===== src/rtl/mem_access_pkg.sv =====
// Shared constants for the memory access controller: FSM state codes, SIZE
// encodings and the request legality check.
package mem_access_pkg;

  localparam int unsigned DATA_W = 32;

  localparam logic [2:0] S_IDLE   = 3'd0;
  localparam logic [2:0] S_CHECK  = 3'd1;
  localparam logic [2:0] S_ACCESS = 3'd2;
  localparam logic [2:0] S_WRITE  = 3'd3;
  localparam logic [2:0] S_DONE   = 3'd4;
  localparam logic [2:0] S_FAIL   = 3'd5;

  localparam logic [1:0] SZ_BYTE = 2'b00;
  localparam logic [1:0] SZ_HALF = 2'b01;
  localparam logic [1:0] SZ_WORD = 2'b10;
  localparam logic [1:0] SZ_RSVD = 2'b11;

  // Misaligned halfword/word or reserved size: request is rejected.
  function automatic logic is_bad_req(input logic [1:0] size, input logic [1:0] lo);
    logic bad;
    bad = 1'b0;
    case (size)
      SZ_HALF: bad = lo[0];
      SZ_WORD: bad = (lo != 2'b00);
      SZ_RSVD: bad = 1'b1;
      default: bad = 1'b0;
    endcase
    return bad;
  endfunction

endpackage


===== src/rtl/mem_access_ctrl_lane_merge_extract.sv =====
// Lane logic shared by loads and stores: merges store data into a memory word
// and extracts/extends a load value from it (little-endian lanes).
module lane_merge_extract
  import mem_access_pkg::*;
(
  input  logic [DATA_W-1:0] i_word,
  input  logic [1:0]        i_size,
  input  logic [1:0]        i_lane,
  input  logic              i_signed,
  input  logic [DATA_W-1:0] i_sdata,
  output logic [DATA_W-1:0] o_merged_c,
  output logic [DATA_W-1:0] o_load_c
);

  logic [4:0]  w_bshift;
  logic [4:0]  w_hshift;
  logic [7:0]  w_byte;
  logic [15:0] w_half;

  always_comb begin
    w_bshift   = {i_lane, 3'b000};
    w_hshift   = {i_lane[1], 4'b0000};
    w_byte     = 8'(i_word >> w_bshift);
    w_half     = 16'(i_word >> w_hshift);
    o_merged_c = i_sdata;
    o_load_c   = i_word;
    // Word-sized requests pass store data straight through as the merged word.
    case (i_size)
      SZ_BYTE: begin
        o_merged_c = (i_word & ~(32'h0000_00FF << w_bshift)) |
                     (32'(i_sdata[7:0]) << w_bshift);
        o_load_c   = {{24{i_signed & w_byte[7]}}, w_byte};
      end
      SZ_HALF: begin
        o_merged_c = (i_word & ~(32'h0000_FFFF << w_hshift)) |
                     (32'(i_sdata[15:0]) << w_hshift);
        o_load_c   = {{16{i_signed & w_half[15]}}, w_half};
      end
      default: begin
        o_merged_c = i_sdata;
        o_load_c   = i_word;
      end
    endcase
  end

endmodule


===== src/rtl/mem_access_ctrl.sv =====
// Load/store unit to word-wide data memory bridge: sub-word stores by
// read-modify-write, sub-word loads with sign/zero extension, error on misalignment.
module mem_access_ctrl
  import mem_access_pkg::*;
#(
  parameter int unsigned WIDTH  = 32,
  parameter int unsigned ADDR_W = 5
) (
  input  logic              i_clk,
  input  logic              i_rst,
  input  logic              i_req,
  input  logic              i_wr,
  input  logic [1:0]        i_size,
  input  logic              i_signed,
  input  logic [ADDR_W+1:0] i_addr,
  input  logic [WIDTH-1:0]  i_wdata,
  output logic [WIDTH-1:0]  o_rdata,
  output logic              o_done,
  output logic              o_err,
  output logic              o_busy,
  output logic [ADDR_W-1:0] o_mem_addr,
  output logic [WIDTH-1:0]  o_mem_wdi,
  output logic              o_mem_we,
  input  logic [WIDTH-1:0]  i_mem_do
);

  logic [2:0]        r_state;
  logic [2:0]        w_next;
  logic              r_wr;
  logic [1:0]        r_size;
  logic              r_signed;
  logic [ADDR_W+1:0] r_addr;
  logic [WIDTH-1:0]  r_wdata;
  logic [WIDTH-1:0]  r_rdata;
  logic [WIDTH-1:0]  r_wdi;
  logic              r_done;
  logic              r_err;
  logic              r_busy;
  logic              r_we;
  logic              w_word_st;
  logic              w_we_next;
  logic              w_load_wdi;
  logic              w_cap_rdata;
  logic [WIDTH-1:0]  w_merged;
  logic [WIDTH-1:0]  w_load;

  lane_merge_extract u_lane (
    .i_word     (i_mem_do),
    .i_size     (r_size),
    .i_lane     (r_addr[1:0]),
    .i_signed   (r_signed),
    .i_sdata    (r_wdata),
    .o_merged_c (w_merged),
    .o_load_c   (w_load)
  );

  always_ff @(posedge i_clk) begin
    if (i_rst) r_state <= S_IDLE;
    else       r_state <= w_next;
  end

  // Next state plus the decodes that feed the registered outputs.
  always_comb begin
    w_next      = r_state;
    w_word_st   = r_wr && (r_size == SZ_WORD);
    w_we_next   = 1'b0;
    w_load_wdi  = 1'b0;
    w_cap_rdata = 1'b0;
    case (r_state)
      S_IDLE:   if (i_req) w_next = S_CHECK;
      S_CHECK:  w_next = is_bad_req(r_size, r_addr[1:0]) ? S_FAIL : S_ACCESS;
      S_ACCESS: w_next = (r_wr && !w_word_st) ? S_WRITE : S_DONE;
      S_WRITE:  w_next = S_DONE;
      S_DONE:   w_next = S_IDLE;
      S_FAIL:   w_next = S_IDLE;
      default:  w_next = S_IDLE;
    endcase
    w_we_next   = ((w_next == S_ACCESS) && w_word_st) || (w_next == S_WRITE);
    w_load_wdi  = ((r_state == S_CHECK) && (w_next == S_ACCESS) && w_word_st) ||
                  ((r_state == S_ACCESS) && (w_next == S_WRITE));
    w_cap_rdata = (r_state == S_ACCESS) && !r_wr;
  end

  always_ff @(posedge i_clk) begin
    if (i_rst) begin
      r_wr     <= 1'b0;
      r_size   <= 2'b00;
      r_signed <= 1'b0;
      r_addr   <= '0;
      r_wdata  <= '0;
      r_rdata  <= '0;
      r_wdi    <= '0;
      r_done   <= 1'b0;
      r_err    <= 1'b0;
      r_busy   <= 1'b0;
      r_we     <= 1'b0;
    end else begin
      if ((r_state == S_IDLE) && i_req) begin
        r_wr     <= i_wr;
        r_size   <= i_size;
        r_signed <= i_signed;
        r_addr   <= i_addr;
        r_wdata  <= i_wdata;
      end
      r_busy <= (w_next != S_IDLE);
      r_done <= (w_next == S_DONE) || (w_next == S_FAIL);
      r_err  <= (w_next == S_FAIL);
      r_we   <= w_we_next;
      if (w_load_wdi)  r_wdi   <= w_merged;
      if (w_cap_rdata) r_rdata <= w_load;
    end
  end

  // Write enable is gated by reset so no write lands on a reset edge.
  assign o_mem_we   = r_we & ~i_rst;
  assign o_mem_wdi  = r_wdi;
  assign o_mem_addr = r_addr[ADDR_W+1:2];
  assign o_rdata    = r_rdata;
  assign o_done     = r_done;
  assign o_err      = r_err;
  assign o_busy     = r_busy;

endmodule


===== config.mk =====
export PLATFORM = sky130hd
export DESIGN_NAME = mem_access_ctrl
export DESIGN_NICKNAME = d
export VERILOG_FILES = /design/src/rtl/mem_access_pkg.sv /design/src/rtl/mem_access_ctrl_lane_merge_extract.sv /design/src/rtl/mem_access_ctrl.sv
export SDC_FILE = /design/constraint.sdc
export NUM_CORES = 1
export LEC_CHECK = 0
export CORE_AREA = 2 2 119 121
export CTS_CLUSTER_SIZE = 30
export DETAILED_ROUTE_END_ITERATION = 6
export DIE_AREA = 0 0 121 123
export DONT_BUFFER_PORTS = 1
export SYNTH_ARGS = -nofsm -noshare
export SYNTH_HDL_FRONTEND = slang
export SYNTH_SLANG_ARGS = --single-unit

===== constraint.sdc =====
create_clock -name i_clk -period 2.4 [get_ports i_clk]
set_input_delay 0.72 -clock i_clk [delete_from_list [all_inputs] [get_ports i_clk]]
set_output_delay 0.72 -clock i_clk [all_outputs]
set_load 0.03 [all_outputs]

# Yosys cells after proc, flatten, opt, wreduce, memory -nomap -nowiden
# Index checks and enable logic that the tools add are counted.
[word_totals]
reg_bits = 114
input_bits = 78
output_inout_bits = 73
elab_cells = 63
[classes]
eq_ne = 10
shift = 6
n_mux = 8
bitwise_logic = 10
reduce_logical = 17
[op_table]
columns = ["op", "count"]
rows = [
  ["$pmux W32 S2", 2],
  ["$and A32 B32 Y32", 2],
  ["$not A32 Y32", 2],
  ["$or A32 B32 Y32", 2],
  ["$shl A16 B5 Y32", 1],
  ["$shl A16 B5 Y32 const A", 1],
  ["$shl A8 B5 Y32", 1],
  ["$shl A8 B5 Y32 const A", 1],
  ["$shr A32 B5 Y16", 1],
  ["$shr A32 B5 Y8", 1],
  ["$eq A3 B2 Y1 const B", 4],
  ["$pmux W3 S4", 1],
  ["$mux W3", 3],
  ["$logic_and A1 B1 Y1", 8],
  ["$eq A3 B3 Y1 const B", 2],
  ["$eq A2 B2 Y1 const B", 2],
  ["$and A1 B1 Y1", 3],
  ["$eq A3 B1 Y1 const B", 1],
  ["$logic_not A3 Y1", 1],
  ["$logic_or A1 B1 Y1", 3],
  ["$pmux W1 S3", 1],
  ["$reduce_bool A3 Y1", 1],
  ["$eq A2 B1 Y1 const B", 1],
  ["$logic_not A1 Y1", 2],
  ["4 further kinds", 4],
]

# Depth between registers and ports, before layout
# Gate-level depths: netlist of run 1.
[depth]
word_depth = 10
ltp_mapped = 7
ltp_nobuf = 4

# By module
# Synthesis of run 1 repeated with hierarchy kept, for this count alone.
[unflattened]
cells_unflattened = 689
area_unflattened_um2 = 5572.8
[modules_own_cells]
columns = ["module", "instances", "cells_per_inst", "area_each_um2", "seq_area_each_um2"]
rows = [
  ["mem_access_ctrl", 1, 442, 3938.8, 2282.2],
  ["lane_merge_extract", 1, 247, 1634.1, 0.0],
]

# Worst setup path after synthesis of run 1
# Ideal clock, no wire load.
[synth_path]
path_type = "input-to-output"
start = "input i_rst"
end = "output o_mem_we"
arrival_ns = 1.561
required_time_ns = 1.680
setup_slack_ns = 0.119
path_stages = 3
path_buffers = 2
cell_sequence = "clkbuf_1 buf_1 nor2b_1"
[synth_via]
elab_chain_len = 2
[synth_lines]
columns = ["item", "line", "text"]
rows = [
  ["start: declaration", "mem_access_ctrl.sv:10", "input logic i_rst,"],
  ["$not A1 Y1", "mem_access_ctrl.sv:115", "assign o_mem_we = r_we & ~i_rst;"],
  ["$and A1 B1 Y1", "mem_access_ctrl.sv:115", ""],
  ["end: declaration", "mem_access_ctrl.sv:23", "output logic o_mem_we,"],
]
# No other way between the ends.

# Worst setup path in the final report of run 1
[layout_path]
start = "register r_addr[1]"
end = "register r_wdi[12] (netlist: o_mem_wdi[12])"
[layout_via]
elab_chain_len = 9
word_cells_on_any_way = 22
classes_between = "eq/ne (2); shift (4); mux (5); bitwise (6); reduce/logical (5)"
[layout_lines]
columns = ["item", "line", "text"]
rows = [
  ["start: declaration", "mem_access_ctrl.sv:32", "logic [ADDR_W+1:0] r_addr;"],
  ["start signal: assignment", "mem_access_ctrl.sv:102", "r_addr <= i_addr;"],
  ["$reduce_bool A2 Y1", "mem_access_pkg.sv:25", "SZ_WORD: bad = (lo != 2'b00);"],
  ["$pmux W1 S3", "mem_access_pkg.sv:23", "case (size)"],
  ["$mux W1", "mem_access_ctrl.sv:69", "case (r_state)"],
  ["$mux W3", "mem_access_ctrl.sv:71", "S_CHECK: w_next = is_bad_req(r_size, r_addr[1:0]) ? S_FAIL : S_ACCESS;"],
  ["$pmux W3 S4", "mem_access_ctrl.sv:69", ""],
  ["$eq A3 B2 Y1", "mem_access_ctrl.sv:79", "w_load_wdi = ((r_state == S_CHECK) && (w_next == S_ACCESS) && w_word_st) ||"],
  ["$logic_and A1 B1 Y1 (2 in series)", "mem_access_ctrl.sv:79", ""],
  ["$logic_or A1 B1 Y1", "mem_access_ctrl.sv:79", ""],
  ["end signal: assignment", "mem_access_ctrl.sv:109", "if (w_load_wdi) r_wdi <= w_merged;"],
  ["end: declaration", "mem_access_ctrl.sv:35", "logic [WIDTH-1:0] r_wdi;"],
]
# Parallel ways exist; a longest one is shown, timed or not. The select of a mux whose other input is x is not followed.
# A chain may end at the register's enable or synchronous reset.

==> results of run 1 <==
-- cell families after synthesis --
| family | Yosys count | share of synthesized area |
|---|---|---|
| buffers and inverters | 91 | 0.0769 |
| muxes | 50 | 0.0953 |
| and+or+nand+nor | 222 | 0.188 |
| DFF | 114 | 0.386 |
| AOI/OAI and AO/OA | 229 | 0.254 |
-- power groups by stage --
stage | Sequential (W) | Combinational (W) | Clock, W
finish | 0.00229 | 0.000746 | 0.00255
CTS | 0.00229 | 0.000743 | 0.00258
detailed placement | 0.00233 | 0.000741 | 0
floorplan | 0.00223 | 0.000692 | 0
global placement | 0.00233 | 0.000721 | 0
global route | 0.00230 | 0.000831 | 0.00267
-- final timing paths --
kind,endpoint,slack [ps],depth (start not counted)
worst max-delay path,o_mem_wdi[12]$_SDFFE_PP0P_,220,5
worst min-delay path,r_size[1]$_SDFFE_PP0P_,410,1
worst max register to register,o_mem_wdi[12]$_SDFFE_PP0P_,220,5
worst min register to register,r_wdata[16]$_SDFFE_PP0P_,460,2
-- metrics by stage --
step / setup slack [ps] / utilization / hold slack (ps) / area, µm²
after global routing: 34.2 / 0.477 / 350 / 6490
after floorplan: 119 / - / 432 / 5910
after detailed placement: 280 / 0.433 / 448 / 5900
after CTS: 268 / 0.477 / 358 / 6490
final: 222 / 0.477 / 410 / 6490
after global placement: 362 / 0.433 / 445 / 5900
-- worst max-delay path: stages (launching register included) --
cell	delay (ps)
dfxtp_2	580
buf_4	350
inv_1	190
a21oi_1	540
o221ai_1	190
o221ai_1	220
-- sequential cells by signal, indices dropped and copies added, names as in the netlist --
register and count:
r_wdata 32, r_size 2, o_rdata 32, o_busy 1, r_wr 1, o_mem_wdi 32, r_state 3, r_addr 7
o_done 1, r_signed 1, o_err 1, r_we 1
-- layout make-up --
class,instances,area [µm²]
multi-input combinational,501,3180
clock buffer,22,454
clock inverter,10,134
tap,180,225
sequential,114,2280
timing repair buffer,17,140
fill,1327,7120
inverter,19,71.3
-- metal layers --
metal  routed length [µm]  global-route usage  vias to the layer above
met5                    0                   0                        -
met4                  610               0.129                        0
met3                 1970              0.0890                       47
met2                 8300               0.379                      268
met1                 7850               0.321                     2540
li1                     -                   -                     2488
-- placed cells by master, fill, tap and decap left out, types with 11 or more instances in the layout --
cell         n
clkbuf_16   17
mux2_2      18
a211oi_1    25
o31ai_1     17
inv_1       19
a21oi_1    108
nor2_1      54
a221oi_1    16
nand2_1     95
buf_4       16
dfxtp_1    112
nor2b_1     12
or3_1       11
o221ai_1    16
mux2i_1     24
==> results.txt, run 1 <==
The worst slew margin relative to its limit was 0.479. The first global-routing pass estimated 28600 µm of wire. Synthesis produced a netlist with a net count of 784. The run gives 430 ps as the clock network latency to the later pin of the worst-skew pair. Count of boundary I/O pins: 151. The critical path start-end classification was flop to flop. The count of final setup violators was 0. In this run the critical register-to-register path is launched from r_addr[1]$_SDFFE_PP0P_.

For the detailed-router iteration count before antenna repair, the log shows 6. In the synthesized netlist the dominant register cell turns out to be dfxtp_1. Entering global routing, the biggest net connects 131 pins.

Hold repair after CTS inserted 0 buffers. The fraction of power spent switching nets was 0.288. In this run the static leakage power is 2.26 nW.

The cell type with the highest aggregate area in the netlist is dfxtp_1. The flow ran to the end, and the final reports show no timing, DRC or antenna violations. The data arrival time of the critical path is 2510 ps.

Dividing the detail-routed wire length by the instance count gives 21.7 µm. The global routing usage summed across all routing layers came out at 0.253. The power per standard cell area is 861 nW/µm², and the number of warnings reported in the yosys synthesis log is 0.

The path class of the tightest hold or removal check is input port to flop. The number of antenna diodes in the final layout is 0. Summed over all nets, the switching power comes to 0.00161 W. After layout, the design draws a total of 0.00559 W. The top cell type's share of synthesized area was 0.386; the average footprint of a synthesized cell was 8.37 µm². The post-synth design cell area was 5910 µm²; the fraction of layout instances using a drive strength above 1 was 0.129. For the final cell count without fillers, the log shows 863. The total setup buffers inserted after CTS came out at 0. The tools report the initial antenna violation count as 0. Counting instances in the post-synthesis netlist gives the leading cell types as dfxtp_1, a21oi_1, nand2_1, nor2_1, buf_2. The hold path startpoint is i_rst.

Counting tap cells, the placed design contains a total of 831 instances. The number of port buffers was 0. In this run the deepest clock path goes through 2 buffers. The portion of total power attributed to combinational logic was 0.133; the sequential area share after synthesis was 0.386. Across all layers, the routed design uses 5343 vias. The most frequent cell after synthesis was dfxtp_1. Of all nets on the critical path, the largest fanout is 20. The number of remaining DRC errors came out at 0. The fraction of the cycle the final worst path needs came out at 0.908.

The logs give 0 for the total count of hold-check failures in the final report and 0 for the antenna violation net count after detailed routing. Die span in x: 121 µm. After synthesis, the cell types taking the most area are dfxtp_1, a21oi_1, nand2_1, mux2i_1, mux2_2. The worst endpoint required time was 2730 ps; the TritonCTS sink count was 114. The clock period minus worst slack works out to 2180 ps.

The run gives 0 as the count of pins over their slew limit. For the number of design-rule violations left by the first detailed-router iteration, the log shows 564. The number of enable flip-flop cells after synthesis was 0. Summed over all nets, the half-perimeter wirelength after detailed placement is 13200 µm.

The clock tree synthesis step divided the H-tree into 4 levels. Routability-driven placement finished with a final weighted congestion of 0.912. The first element of the critical path was r_addr[1]$_SDFFE_PP0P_. The clock root buffer was clkbuf_16.

After synthesis, the netlist uses 53 different library cells. The post-cts resize count was 0; the signed area change from the synthesized netlist to the final layout was 9.85%. The tools report the worst clock skew on the final layout as 11.7 ps.

The number of buffers inserted during clock tree synthesis is 17, and the via-per-instance ratio is 6.19. The initial cell density of the core is 0.434, and the portion of total power attributed to sequential cells is 0.410. Timing would allow up to 459 MHz. The net count reported at finish is 748, and the die footprint is 14900 µm². Setup repair after global routing left no endpoint under its margin. For the accumulated negative setup slack, the log shows 0 ps. STA classifies the critical path endpoint as a flop. The number of global-route vias before repair was 4964. Synthesis produced 706 cells. The die is 123 µm tall. The core region is 13600 µm². The number of synthesized register bits was 114.

The worst setup path is launched from a flop. The run gives 0 as the max-capacitance violation count. The tools report the site row count as 43. TritonCTS built the clock tree. The clock network power share is 0.457.

At the pin with the least slew margin, the transition time is 782 ps. The internal power of the cells was 0.00398 W. Summed over all layers, the routed wires come to 18700 µm.

After clock tree synthesis, the clock-pin slew on the worst setup and hold paths is 50 ps. Proportion of register bits with asynchronous set or reset after synthesis: 0. The global-route congestion overflow total was 0; the worst supply voltage drop on vdd was 0.447 mV.
(Power assumes the default switching activity.)
==> run 2, diff against run 1 <==
CORE_AREA = 4 4 118 120   (was 2 2 119 121)
DIE_AREA = 0 0 122 124   (was 0 0 121 123)
SYNTH_HIERARCHICAL = 1   (was not set)
==> results.txt, run 2 <==
The run gives 0.353 as the met2 capacity usage during global routing. Ranked by instance count, the synthesized netlist is headed by nand2_1, dfxtp_1, a21oi_1, a22o_1, clkbuf_1. Startpoint type of the worst setup path: a flop. The run gives 151 as the count of boundary I/O pins. For the total count of hold-check failures in the final report, the log shows 0. The highest fanout seen on the critical path was 30. The maximum number of pins on one net before global-route repair was 80.

The tools report the worst endpoint required time as 2700 ps. The critical path start-end classification was flop to flop. The fraction of the cycle the final worst path needs works out to 0.849. The tools report the site row count as 42.

The pre-antenna-repair detailed-routing pass consisted of 5 iterations. Internal power comes to 0.00387 W. The core utilization of the finished layout was 0.473; the number of buffers inserted during clock tree synthesis was 17.

The main flop type after synthesis is dfxtp_1. Leaving out fill and tap cells, the most frequent cells in the layout are nand2_1, dfxtp_1, a21oi_1. The average footprint of a synthesized cell came out at 8.09 µm². The number of hold-repair buffers added at the cts stage was 0. From synthesis to final layout, the design area changed by 10.3%. The clock net in this run drives a total of 114 sinks. In the post-synthesis netlist, the biggest area contributors are dfxtp_1, nand2_1, a21oi_1, a22o_1, buf_2. CTS built an H-tree with a depth of 4. After detailed routing, the number of vias per cell comes to 5.82. The met3 demand-to-capacity share in global routing was 0.0985; the number of placed instances with taps included was 815. The tools report the clock network latency to the later pin of the worst-skew pair as 420 ps.

The transition time at the pin with the least slew margin came out at 1060 ps. Synthesis inferred 114 register bits. The accumulated negative setup slack came out at 0 ps.

The total overflow left after global routing is 0. During synthesis, Yosys emitted a total of 6 warnings. The floorplan step set the die width to 122 µm. The proportion of register bits with asynchronous set or reset after synthesis came out at 0.

Based on the critical path, the design can be clocked at up to 491 MHz. The run gives 0 as the initial antenna violation count. Counting along the longest clock path gives a buffer depth of 2. The run finished with clean final reports. The count of final setup violators was 0; the count of pins over their slew limit was 0. Total setup buffers inserted after CTS: 0.

The synthesized instance count was 689. The top cell type's share of synthesized area is 0.410, and the number of design-rule violations left by the first detailed-router iteration is 475. Setup repair after global routing left no endpoint under its margin. The run gives 2340 ps as the data arrival time of the critical path. The library cell used most frequently in the layout, excluding fill and tap cells, is nand2_1. The class of the most critical hold timing path was input port to flop. The synthesized design spends more area on one cell type than any other, namely dfxtp_1. Gates resized during post-CTS repair numbered 0. For the finished layout, the period the worst path requires is 2040 ps. The final cell count without fillers is 845, and the portion of total power attributed to sequential cells is 0.406. Across the routed clock network, the largest skew measured is 13.5 ps.

Fraction of layout instances using a drive strength above 1: 0.112. The worst setup path is captured at a flop. The height of the chip was 124 µm. TritonCTS built the clock tree. For the post-synth net total, the log shows 767.

The mapped netlist covers 5570 µm². The cell sitting at the root of the clock tree is a clkbuf_16. Number of port buffers: 0.

By instance count, the leading cell after synthesis is nand2_1. The floorplan step defined a die boundary enclosing 15100 µm². For the antenna diode count, the log shows 0. VDD sags by at most 0.452 mV. For the worst slew margin relative to its limit, the log shows 0.292. In this run the power spent charging and discharging nets is 0.00130 W.

The analysis attributes to cell leakage a power of 2.21 nW. The routed design has 17200 µm of wire. Routability-driven placement finished with a final weighted congestion of 0.936. The portion of total power attributed to combinational logic was 0.109; the first-pass GRT wire length was 25600 µm. The initial cell density of the core was 0.429; the fraction of power spent switching nets was 0.251. Met1 layer usage reported by global route: 0.266.

The number of global-route vias before repair is 4684. The global routing usage summed across all routing layers came out at 0.222. The total half-perimeter wirelength after legalization and detailed placement was 12300 µm. The sequential area share after synthesis was 0.410.

Count of different cell masters after synthesis: 54. Power spread over the standard cell area amounts to 841 nW/µm². The number of vias in the routed layout is 4917. The tools report the clock network power share as 0.485. Counting flops with a built-in enable in the synthesized netlist gives 0. The run gives 0 as the max-capacitance violation count. The run gives 13000 µm² as the placeable core region.

The clock-pin slew on the worst setup and hold paths was 50 ps. In the final routed layout, each cell accounts on average for 20.3 µm. The tools report the number of remaining DRC errors as 0. The most used routing layer is met2. At the end of the flow, the number of nets in the layout was 736. The run gives 0 as the antenna violation net count after detailed routing.
run 2: per-layer routing:
metal	wire length [µm]	vias up
met3	1810	33
met5	0	-
met1	6990	2294
li1	-	2348
met2	7970	242
met4	406	0
run 2: cell type report:
class	instances	area [µm²]
Fill cell	1299	6840
Multi-Input combinational cell	509	2940
Sequential cell	114	2280
Clock buffer	20	457
Tap cell	176	220
Clock inverter	10	135
Timing Repair Buffer	14	105
Inverter	2	7.51
run 2: worst paths after layout:
path / from / endpoint / slack, ps / cells after the start
min: i_rst / r_addr[5]$_SDFFE_PP0P_ / 370 / 1
max: r_addr[1]$_SDFFE_PP0P_ / o_rdata[30]$_SDFFE_PP0P_ / 360 / 5
min reg2reg: r_wdata[28]$_SDFFE_PP0P_ / r_wdata[28]$_SDFFE_PP0P_ / 450 / 2
max reg2reg: r_addr[1]$_SDFFE_PP0P_ / o_rdata[30]$_SDFFE_PP0P_ / 360 / 5
run 2: kinds of logic after synthesis:
kind of cell,after synthesis,synth area share
AOI/OAI and AO/OA,218,0.262
buffers and inverters,66,0.0647
DFF,114,0.410
muxes,18,0.0395
and+or+nand+nor,273,0.225
run 2: power by group through the flow:
stage / clock network, W / registers [W] / logic, W
after floorplan: 0 / 0.00207 / 0.000540
after global placement: 0 / 0.00213 / 0.000540
after detailed placement: 0 / 0.00214 / 0.000553
after CTS: 0.00255 / 0.00210 / 0.000556
after global routing: 0.00264 / 0.00211 / 0.000624
final: 0.00251 / 0.00210 / 0.000562
run 2: critical path, stage by stage, from the launching register on:
cell and delay (ps):
dfxtp_2 750, mux2_2 460, mux2i_4 400, o21ai_0 160
nand2_1 90, a21oi_1 60
run 2: stage by stage:
stage               area (µm²)  hold WS (ps)  setup slack [ps]  total power, W
finish                    6140           371               362         0.00517
detailed placement        5550           441               396         0.00269
global route              6140           353               196         0.00537
CTS                       6140           354               382         0.00521
floorplan                 5570           431               168         0.00261
global placement          5550           440               492         0.00267
==> run 3, diff against run 2 <==
clock period = 1.91 ns   (was 2.4 ns; I/O delays follow)
==> results.txt, run 3 (synthesized netlist as in run 2, its figures left out) <==
For this run, the top clock speed supported by timing is 569 MHz. Setup repair after global routing left no endpoint under its margin. The signed area change from the synthesized netlist to the final layout is 12.3%, and the total half-perimeter wirelength after legalization and detailed placement is 12400 µm. The worst path meets setup with 153 ps of slack.

The clock period minus worst slack was 1760 ps; the antenna diode count was 0. The TritonCTS sink count is 114. Dividing total power by cell area gives a power density of 1080 nW/µm².

Timing analysis after detailed placement gives a worst setup slack of 159 ps. In this run the worst hold path is classified as input port to flop. Highest layer used for signal routing: met4. The initial antenna violation count was 0. Across the VDD grid, the largest voltage drop is 0.587 mV. The worst setup path is launched from a flop. After global routing the overflow that remains totals 0. Wire segments on met3 add up to 1530 µm in the final route.

Counting the fill cells in the layout gives 1290. For this run, the slowest stage of the critical path takes 600 ps. Input and output buffers added on the ports amount to 0.

Worst endpoint required time: 2270 ps. The critical path start-end classification was flop to flop. Average wire per cell in the routed design: 20.2 µm. For the initial cell density of the core, the log shows 0.429. The leakage power figure was 2.27 nW. The number of remaining DRC errors is 0, and the accumulated negative setup slack is 0 ps.

The run gives 0.697 as the worst slew margin relative to its limit. The H-tree generated during clock tree synthesis spans 4 levels. From bottom edge to top edge, the die measures 124 µm. The initialized floorplan defines 42 standard-cell rows. The detail route stage leaves a number of antenna-violating nets equal to 0.

The tree is rooted in a clkbuf_16. The first-pass GRT wire length is 25900 µm. The clock passes through at most 2 buffers. In the layout the commonest cells are nand2_1, dfxtp_1, a21oi_1.

The data arrival time of the critical path came out at 2110 ps. The die span in x came out at 122 µm. The clock-pin slew on the worst setup and hold paths is 50 ps, and the number of design-rule violations left by the first detailed-router iteration is 447. The slowest stage of the critical path belongs to the cell dfxtp_2. The worst setup path is captured at a flop. The later pin in the worst-skew pair is clocked with a latency of 420 ps. The fraction of layout instances using a drive strength above 1 was 0.120. TritonCTS built the clock tree. 151 I/O pins were placed. The final layout contains 742 nets.

The total count of hold-check failures in the final report is 0, and the via-per-instance ratio is 5.77. The post-cts resize count is 0, and the number of buffers inserted during clock tree synthesis is 17. The number of global-route vias before repair came out at 4528.

The run finished with clean final reports. The overall power after layout was 0.00677 W. Setup violations remaining at the end of the flow were counted as 0. The number of hold buffers added after CTS was 0. Final hold analysis gives a worst-case slack of 207 ps. For the worst flop-to-flop path, the logic depth is 5. Detailed routing placed a total of 7980 µm of wire on met2. The highest fanout seen on the critical path was 32; the global routing usage summed across all routing layers was 0.225. The tools report the count of pins over their slew limit as 0.

The critical path goes through nand2b_1, a31oi_1, o21a_1, buf_4, a22o_1. The tool flagged a number of max-cap violations equal to 0. The die footprint is 15100 µm², and the fraction of the cycle the final worst path needs is 0.920. The worst hold path cell count was 1; the total setup buffers inserted after CTS was 0.

The logs give 80 for the maximum number of pins on one net before global-route repair and 4916 for the number of vias in the routed layout. The tools report the worst clock skew on the final layout as 12.2 ps. For the pin with the worst max-slew slack, the measured transition is 455 ps. The final wirelength is 17200 µm. After detailed routing, the wire length on met1 is 7420 µm. The weighted congestion at the end of routability-driven global placement came out at 0.920. The pre-antenna-repair detailed-routing pass consisted of 7 iterations. The most frequent standard cell in the layout excluding fill and tap cells is nand2_1. In this run the standard cell core region covers 13000 µm².
run 3: changes by cell type in the layout (fill, tap and decap cells not counted):
cell / change
nor2b_2: +1
buf_4: +4
buf_12: +2
clkinvlp_4: -1
clkinv_2: -1
bufinv_16: +2
clkbuf_8: -1
clkbuf_1: +2
nor2b_1: -1
run 3: metal layers:
metal	track usage	vias up
li1	-	2367
met1	0.285	2335
met2	0.358	187
met3	0.0817	27
met4	0.0721	0
met5	0	-
run 3: metrics by stage:
step	area, µm²	cells	utilization
detailed placement	5630	821	0.433
global placement	5630	821	0.433
finish	6260	852	0.482
floorplan	5580	689	-
CTS	6260	852	0.482
global route	6260	852	0.482
run 3: final timing paths:
| check | startpoint | slack, ps | endpoint |
|---|---|---|---|
| setup reg to reg | r_size[1]$_SDFFE_PP0P_ | 150 | o_mem_wdi[15]$_SDFFE_PP0P_ |
| setup / recovery | r_size[1]$_SDFFE_PP0P_ | 150 | o_mem_wdi[15]$_SDFFE_PP0P_ |
| hold / removal | i_rst | 210 | r_addr[1]$_SDFFE_PP0P_ |
| hold reg to reg | r_wdata[22]$_SDFFE_PP0P_ | 440 | r_wdata[22]$_SDFFE_PP0P_ |
run 3: worst max-delay path: cells and delay by family, from the launching register on:
family | cells | cell delay [ps]
compound gates | 3 | 560
buf+inv | 1 | 320
flops | 1 | 600
simple gates | 1 | 200
run 3: cell type report:
class	instances	area, µm²	area share
timing repair buffer	20	175	0.0280
clock inverter	10	183	0.0292
inverter	2	7.51	0.00120
tap	176	220	0.0352
multi-input combinational	509	2940	0.469
sequential	114	2280	0.365
clock buffer	21	450	0.0720
run 3: report_power, final:
group | switching (W) | internal, W
clock | 0.00108 | 0.00233
combinational | 0.000420 | 0.000320
sequential | 0.000158 | 0.00247
